**config.mk**
```make
export PLATFORM = sky130hd
export DESIGN_NAME = rr_onehot_arbiter
export DESIGN_NICKNAME = d
export VERILOG_FILES = /design/src/rtl/rr_onehot_arbiter.sv
export SDC_FILE = /design/constraint.sdc
export NUM_CORES = 1
export LEC_CHECK = 0
export ABC_CLOCK_PERIOD_IN_PS = 1200
export BUFFER_PORTS_ARGS = -buffer_cell sky130_fd_sc_hd__buf_2
export CORE_MARGIN = 4
export CORE_UTILIZATION = 45
export DETAILED_ROUTE_END_ITERATION = 10
export GPL_TIMING_DRIVEN = 0
export PLACE_DENSITY = 0.71
export SKIP_CTS_REPAIR_TIMING = 1
export SKIP_LAST_GASP = 1
export SLEW_MARGIN = 20
export SYNTH_ARGS = -nofsm -noshare
export SYNTH_HDL_FRONTEND = slang
export SYNTH_SLANG_ARGS = --single-unit
```
**constraint.sdc**
```tcl
create_clock -name i_clk -period 1.2 [get_ports i_clk]
set_input_delay 0.06 -clock i_clk [delete_from_list [all_inputs] [get_ports i_clk]]
set_output_delay 0.06 -clock i_clk [all_outputs]
set_load 0.005 [all_outputs]
```
**src/rtl/rr_onehot_arbiter.sv**
```systemverilog
// Round-robin arbiter with a registered one-hot grant.
// A grant is held until the consumer signals done. Priority then rotates
// past the requester that was just served. IDLE always sits between two
// grants, so o_valid drops for at least one cycle between them.
module rr_onehot_arbiter #(
    parameter  int LEN  = 4,
    localparam int PTRW = (LEN > 1) ? $clog2(LEN) : 1
) (
    input  logic            i_clk,
    input  logic            i_rst,
    input  logic [LEN-1:0]  i_req,
    input  logic            i_done,
    output logic [LEN-1:0]  o_grant,
    output logic            o_valid,
    output logic [PTRW-1:0] o_ptr
);

    typedef enum logic {
        IDLE  = 1'b0,
        GRANT = 1'b1
    } state_t;

    state_t            state, state_n;
    logic [PTRW-1:0]   idx;        // index of the requester currently granted
    logic [PTRW-1:0]   idx_n;
    logic [LEN-1:0]    grant_n;
    logic              valid_n;
    logic [PTRW-1:0]   ptr_n;

    // Search results: hi = first request at or above the pointer,
    // lo = first request anywhere (used when the search has to wrap).
    logic              found_hi, found_lo;
    logic [PTRW-1:0]   win_hi, win_lo;
    logic [LEN-1:0]    oh_hi, oh_lo;

    // Rotating priority search, split into a masked and an unmasked pass.
    // Descending loops leave the lowest matching index as the winner.
    always_comb begin
        found_hi = 1'b0;
        found_lo = 1'b0;
        win_hi   = '0;
        win_lo   = '0;
        oh_hi    = '0;
        oh_lo    = '0;
        for (int unsigned k = LEN; k > 0; k--) begin
            if (i_req[k-1]) begin
                found_lo = 1'b1;
                win_lo   = PTRW'(k - 1);
                oh_lo    = '0;
                oh_lo[k-1] = 1'b1;
                if ((k - 1) >= 32'(o_ptr)) begin
                    found_hi = 1'b1;
                    win_hi   = PTRW'(k - 1);
                    oh_hi    = '0;
                    oh_hi[k-1] = 1'b1;
                end
            end
        end
    end

    // Next-state logic and next values for the registered outputs.
    always_comb begin
        state_n = state;
        grant_n = o_grant;
        valid_n = o_valid;
        ptr_n   = o_ptr;
        idx_n   = idx;
        case (state)
            IDLE: begin
                if (found_lo) begin
                    state_n = GRANT;
                    valid_n = 1'b1;
                    grant_n = found_hi ? oh_hi : oh_lo;
                    idx_n   = found_hi ? win_hi : win_lo;
                end
            end
            GRANT: begin
                if (i_done) begin
                    state_n = IDLE;
                    valid_n = 1'b0;
                    grant_n = '0;
                    // LEN need not be a power of 2, so the wrap is an explicit compare.
                    ptr_n   = (idx == PTRW'(LEN - 1)) ? '0 : idx + 1'b1;
                end
            end
            default: begin
                state_n = IDLE;
                valid_n = 1'b0;
                grant_n = '0;
            end
        endcase
    end

    // State and output registers; synchronous reset has priority over all inputs.
    always_ff @(posedge i_clk) begin
        if (i_rst) begin
            state   <= IDLE;
            o_grant <= '0;
            o_valid <= 1'b0;
            o_ptr   <= '0;
            idx     <= '0;
        end else begin
            state   <= state_n;
            o_grant <= grant_n;
            o_valid <= valid_n;
            o_ptr   <= ptr_n;
            idx     <= idx_n;
        end
    end

endmodule

```
# Word level (Yosys, flattened, before mapping)

Cells that the tools add are included.

Add/subtract/negate cells: 1
Magnitude comparators: 3
Equality and inequality tests: 3
Muxes and demuxes: 42
Bitwise logic cells: 1
Reduce and logical (&&, ||, !) cells: 3

Operator list:

| kind                                                             | number |
|---|---|
| 2-to-1 mux 4 bit                                                 | 13 |
| 2-to-1 mux 2 bit                                                 | 12 |
| 2-to-1 mux 1 bit                                                 | 14 |
| case mux 4 bit (2 select lines)                                  | 1 |
| AND reduction 2 bit                                              | 3 |
| greater-or-equal comparator 1 x 2 -> 1 bit, first input constant | 2 |
| inequality test 2 bit, second input constant                     | 2 |
| case mux 1 bit (2 select lines)                                  | 2 |
| adder 2 x 1 -> 2 bit, second input constant                      | 1 |
| equality test 2 bit, second input constant                       | 1 |
| greater-or-equal comparator 2 bit, first input constant          | 1 |
| inverter 1 bit                                                   | 1 |

Register bits: 10
Input bits: 7
Output and inout port bits: 7
Word-level logic and storage cells: 58

# Depth between registers and ports, before layout

Depth after elaboration: 10
Gate-level depth with buffers: 6
Depth with buffers taken out: 4

# Worst setup path after synthesis

Ideal clock, no wire load.

Path kind: register -> register
Start point: register state
End point: register o_grant[2]
Setup time: 96 ps
Arrival: 1,028 ps
Data required time: 1,104 ps
Setup slack: 76 ps
Cell stages (with the launch flop): 5
Buffers on the path: 2
Clock period less this slack: 1,124 ps
Cell sequence: dfxtp_1 > buf_6 > or2_1 > buf_6 > o41ai_2

Longest elaborated chain between the ends: 3
Elaborated cells on any way between the ends: 5
Classes of those cells: eq/ne (2); mux (1); bitwise (1); reduce/logical (1)

Ends and longest elaborated chain:

| element                                | line | RTL |
|---|---|---|
| start, declared                        | 23   | `state_t state, state_n;` |
| start signal, assigned                 | 103  | `state <= state_n;` |
| inverter 1 bit                         | --   |  |
| inequality test 2 bit (no source line) | --   |  |
| AND reduction 2 bit (no source line)   | --   |  |
| end signal, assigned                   | 104  | `o_grant <= grant_n;` |
| end, declared                          | 13   | `output logic [LEN-1:0] o_grant,` |

Parallel ways exist; a longest one is shown, timed or not.
A chain may end at the register's enable or synchronous reset.

# Worst setup path after layout

Start point: register o_ptr[0]
End point: register o_grant[2]

Longest elaborated chain between the ends: 10
Elaborated cells on any way between the ends: 18
Classes of those cells: order compare (3); mux (15)

Ends and longest elaborated chain:

| element                                                     | line | RTL |
|---|---|---|
| start, declared                                             | 15   | `output logic [PTRW-1:0] o_ptr` |
| start signal, assigned                                      | 106  | `o_ptr <= ptr_n;` |
| greater-or-equal comparator 2 bit                           | 51   | `if ((k - 1) >= 32'(o_ptr)) begin` |
| 2-to-1 mux 4 bit / 2-to-1 mux 1 bit (equally long branches) | 51   |  |
| 2-to-1 mux 4 bit / 2-to-1 mux 1 bit (equally long branches) | 46   | `if (i_req[k-1]) begin` |
| 2-to-1 mux 4 bit / 2-to-1 mux 1 bit (equally long branches) | 51   |  |
| 2-to-1 mux 4 bit / 2-to-1 mux 1 bit (equally long branches) | 46   |  |
| 2-to-1 mux 4 bit / 2-to-1 mux 1 bit (equally long branches) | 51   |  |
| 2-to-1 mux 4 bit / 2-to-1 mux 1 bit (equally long branches) | 46   |  |
| 2-to-1 mux 4 bit *                                          | 73   | `grant_n = found_hi ? oh_hi : oh_lo;` |
| 2-to-1 mux 4 bit *                                          | 70   | `if (found_lo) begin` |
| case mux 4 bit (2 select lines) *                           | 68   | `case (state)` |

Every way passes the cells marked *; elsewhere a longest branch is shown, timed or not. The select of a mux whose other input is x is not followed.

==> results <==
- The power density over the cells is 1140 nW/µm².
- The buffers plus inverters on the worst setup path is 2.
- The final weighted congestion of routability-driven global placement is 0.751.
- After synthesis, the largest family of logic cells by area is compound AO/OA/AOI/OAI gates.
- For this run, asynchronously set or reset flops after synthesis account for 0%.
- Synthesis instantiated 31 different standard cells from the library.
- The die outline height is 44.6 µm.
- The mean cell area of the mapped netlist is around 9 µm².
- IR analysis of the VDD net gives a maximum drop of around 0.75 mV.
- In the final routed layout, each cell accounts on average for 13.1 µm.
- The number of optimization iterations in the first detailed-route pass is 4.
- After detailed routing, the total wire length is 1.28 mm.
- The worst setup path is launched from a flip-flop.
- Counting flops with a built-in enable in the synthesized netlist gives 0.
- The combined area of all synthesized cells is just over 600 µm².
- The layout net count is 93.
- In this run the remaining antenna-violating nets after routing total 0.
- The initial antenna violation count came to 0.
- The final number of max-transition violations is 0.
- The count of unresolved DRC violations after routing is 0.
- The horizontal die dimension is 44.6 µm.
- Summed over all cells, the static leakage comes to 0.312 nW.
- The compound-cell area share of the yosys netlist is 32.4%.
- Global routing used roughly 14% of the available tracks across all layers.
- The worst hold margin is 0.0134 ns.
- The floorplan step defined a die boundary enclosing 1990 µm².
- The share of the synthesized area in the top cell type is 33.2%.
- The post-route netlist has 38.1% of its cells at a drive strength greater than 1.
- In this run the worst hold path is classified as primary input to flip-flop.
- In this run, placement finished with an instance count of 94.
- For this run, the slowest stage of the critical path takes ~0.33 ns.
- TritonCTS created 3 clock buffers.
- The first global-routing pass estimated between 2 and 2.5 mm of wire.
- The critical path goes through buf_6 > inv_1 > a21oi_2 > o22ai_2 > o41ai_2.
- Data arrives at the worst endpoint at roughly 1.3 ns.
- The post-synthesis register bit count is 10.
- The maximum number of pins on one net before global-route repair is 11.
- The portion of the clock cycle consumed by the worst path in the final layout is 94.8%.
- The area of the core region is 1190 µm².
- After floorplanning, the core was divided into 12 placement rows.
- The multiplexer share of the synthesized area is 0%.
- The DRC marker count from the first detailed-route iteration is 14.
- The clock insertion delay at the later pin of the skew report is 0.27 ns.
- TritonCTS built the clock tree.
- The repair_antennas step left the layout with diodes totalling 0.
- The Yosys step of the flow raised 0 warnings.
- The required time at the worst-slack endpoint is 1.37 ns.
- For the final database, setup skew stands at between 0.006 and 0.007 ns.
- Clock tree synthesis selected as its root buffer the cell sky130_fd_sc_hd__clkbuf_4.
- The number of hold violations in the final report was 0.
- Summed over all nets, the half-perimeter wirelength after detailed placement is ~930 µm.
- The slew at the pin with the worst max-slew slack is between 0.3 and 0.4 ns.
- Of all nets on the critical path, the largest fanout is 8.
- The setup path with the least slack is of type flip-flop to flip-flop.
- The run finished with clean final reports.
- Among all cell types in the netlist, the one instantiated most often is sky130_fd_sc_hd__dfxtp_1.
- The number of buffers added on ports is 11.
- The post-synth net total is 77.
- The cell count after synthesis came out at just under 70.
- The total power of the final layout is 835 µW.
- The synthesized netlist devotes 19.5% of its cell area to simple gates.
- Based on the critical path, the design can be clocked at up to 879 MHz.
- In the synthesized netlist, the cells that appear most often are 10 x sky130_fd_sc_hd__dfxtp_1, 8 x sky130_fd_sc_hd__a21oi_1, 5 x sky130_fd_sc_hd__nor2_1, 5 x sky130_fd_sc_hd__o21ai_0, 4 x sky130_fd_sc_hd__nand2_1.
- The cell accounting for the most synthesized area is sky130_fd_sc_hd__dfxtp_1.
- Excluding fillers, the count of instances in the completed layout stands at 98.
- By area the synthesized netlist is led by sky130_fd_sc_hd__dfxtp_1 33%, sky130_fd_sc_hd__a21oi_1 6.6%, sky130_fd_sc_hd__buf_6 5.6%.
- The flip-flop cell with the highest count after synthesis is sky130_fd_sc_hd__dfxtp_1.
- The time the worst path needs with I/O delays and setup is 1.14 ns.
- The worst setup path is captured at a flip-flop.
- The total overflow left after global routing is 0.
- Setup repair after global routing could not meet its margin everywhere.
- The worst slew margin relative to its limit is 75.6%.
- The share of the Yosys chip area taken by registers is about 33%.
- After Yosys synthesis, XOR and XNOR cells account for 0% of the synthesized area.
- The number of top-level design ports is 14.
- The area share of fa/ha/maj cells after synthesis is 2.07%.
- Dividing the detail-routed via count by the number of cells gives 5.52.
- In this run the number of H-tree levels came out at 1.
- The clock slew seen by the registers of the worst setup and hold paths is ~0.070 ns.
- The starting utilization of the core area is between 50% and 60%.
- The via count of the first global-routing pass is roughly 440.
- The master of the slowest instance on the critical path is sky130_fd_sc_hd__dfxtp_2.
- The register-to-register setup slack is 0.06 ns.
- The overall via count from detail_route is 541.
- The clock passes through at most 2 buffers.
- The cell family with the largest share of critical-path delay is compound AO/OA/AOI/OAI gates.
- The total of max-cap violations is 0.
- The clock net in this run drives a total of 10 sinks.
- The setup-violating endpoint count in the final report is 0.
- The layout overhead on the synthesized area is 21.4%.
## cells by family after synthesis
| kind of cell | after synthesis |
|---|---|
| fa+ha+maj | 1 |
| flops | 10 |
| simple gates | 21 |
| compound gates | 28 |
| buf+inv | 9 |
## placed cells by master, fill, tap and decap left out
master                      instances
sky130_fd_sc_hd__nand3_2            1
sky130_fd_sc_hd__dfxtp_2            3
sky130_fd_sc_hd__o2111ai_1          3
sky130_fd_sc_hd__o22ai_2            1
sky130_fd_sc_hd__o2bb2ai_1          1
sky130_fd_sc_hd__or2_1              1
sky130_fd_sc_hd__a21o_1             1
sky130_fd_sc_hd__ha_1               1
sky130_fd_sc_hd__nand3b_1           2
sky130_fd_sc_hd__nor4_2             1
sky130_fd_sc_hd__dfxtp_1            7
sky130_fd_sc_hd__nand2b_1           1
sky130_fd_sc_hd__clkbuf_4           3
sky130_fd_sc_hd__nand3_1            3
sky130_fd_sc_hd__a311oi_1           1
sky130_fd_sc_hd__o41ai_2            1
sky130_fd_sc_hd__a21oi_1            6
sky130_fd_sc_hd__inv_1              3
sky130_fd_sc_hd__a21boi_0           2
sky130_fd_sc_hd__nand2_1            4
sky130_fd_sc_hd__o21a_1             1
sky130_fd_sc_hd__buf_4              1
sky130_fd_sc_hd__buf_6              3
sky130_fd_sc_hd__nor3b_1            1
sky130_fd_sc_hd__buf_2             11
sky130_fd_sc_hd__o21ai_0            5
sky130_fd_sc_hd__a32o_2             1
sky130_fd_sc_hd__nor2_1             5
sky130_fd_sc_hd__nor2b_1            1
sky130_fd_sc_hd__nor3_1             1
sky130_fd_sc_hd__clkbuf_8           3
sky130_fd_sc_hd__a21oi_2            3
sky130_fd_sc_hd__o31ai_1            1
sky130_fd_sc_hd__a31oi_1            1
## layer usage
layer	GRT usage (%)	up-vias	wire, µm
met5	0	-	0
met1	20.2	241	622
met3	7.72	2	84
met4	5.42	0	10
li1	-	286	-
met2	16.9	12	567
## worst paths after layout
path | from | endpoint | cells past startpoint
setup / recovery | o_ptr[0]$_SDFFE_PP0P_ | o_grant[2]$_SDFFE_PP0P_ | 5
hold / removal | i_rst | o_ptr[1]$_SDFFE_PP0P_ | 2
setup reg to reg | o_ptr[0]$_SDFFE_PP0P_ | o_grant[2]$_SDFFE_PP0P_ | 5
hold reg to reg | o_valid$_SDFFE_PP0P_ | o_valid$_SDFFE_PP0P_ | 1
## report_power, final
group | switching (mW) | total, mW | internal, mW | leakage (nW)
combinational | 0.0875 | 0.164 | 0.0763 | 0.208
clock | 0.115 | 0.299 | 0.184 | 0.0210
sequential | 0.0173 | 0.372 | 0.355 | 0.0832
## registers in the layout, indices dropped and copies added, names as in the netlist
signal,flops
o_grant,4
o_valid,1
idx,2
state,1
o_ptr,2
## worst reg2reg max path, cell delays in order (launching register included)
cell and delay, ns:
sky130_fd_sc_hd__dfxtp_2 0.33, sky130_fd_sc_hd__buf_6 0.12, sky130_fd_sc_hd__inv_1 0.07, sky130_fd_sc_hd__a21oi_2 0.14, sky130_fd_sc_hd__o22ai_2 0.11, sky130_fd_sc_hd__o41ai_2 0.26
## final cells by class
cell class                      instances  area (µm²)
Tap cell                               14        17.5
Multi-Input combinational cell         50         339
Clock buffer                            4        36.3
Timing Repair Buffer                   12        62.6
Fill cell                             115         454
Sequential cell                        10         204
Inverter                                3        11.3
Buffer                                  5        61.3
## per-stage QoR
step | instance area, µm² | utilization (%) | TNS, ns | setup WS (ns)
after floorplan | 603 | - | 0 | 0.0764
after global routing | 732 | 61.7 | -0.0122 | -0.0122
after CTS | 712 | 60.0 | -0.0347 | -0.0347
after global placement | 676 | 57.0 | 0 | 0.0145
after detailed placement | 676 | 57.0 | 0 | 0.00370
final | 732 | 61.7 | 0 | 0.0627
Note: power is estimated with default switching activity, not from simulation.
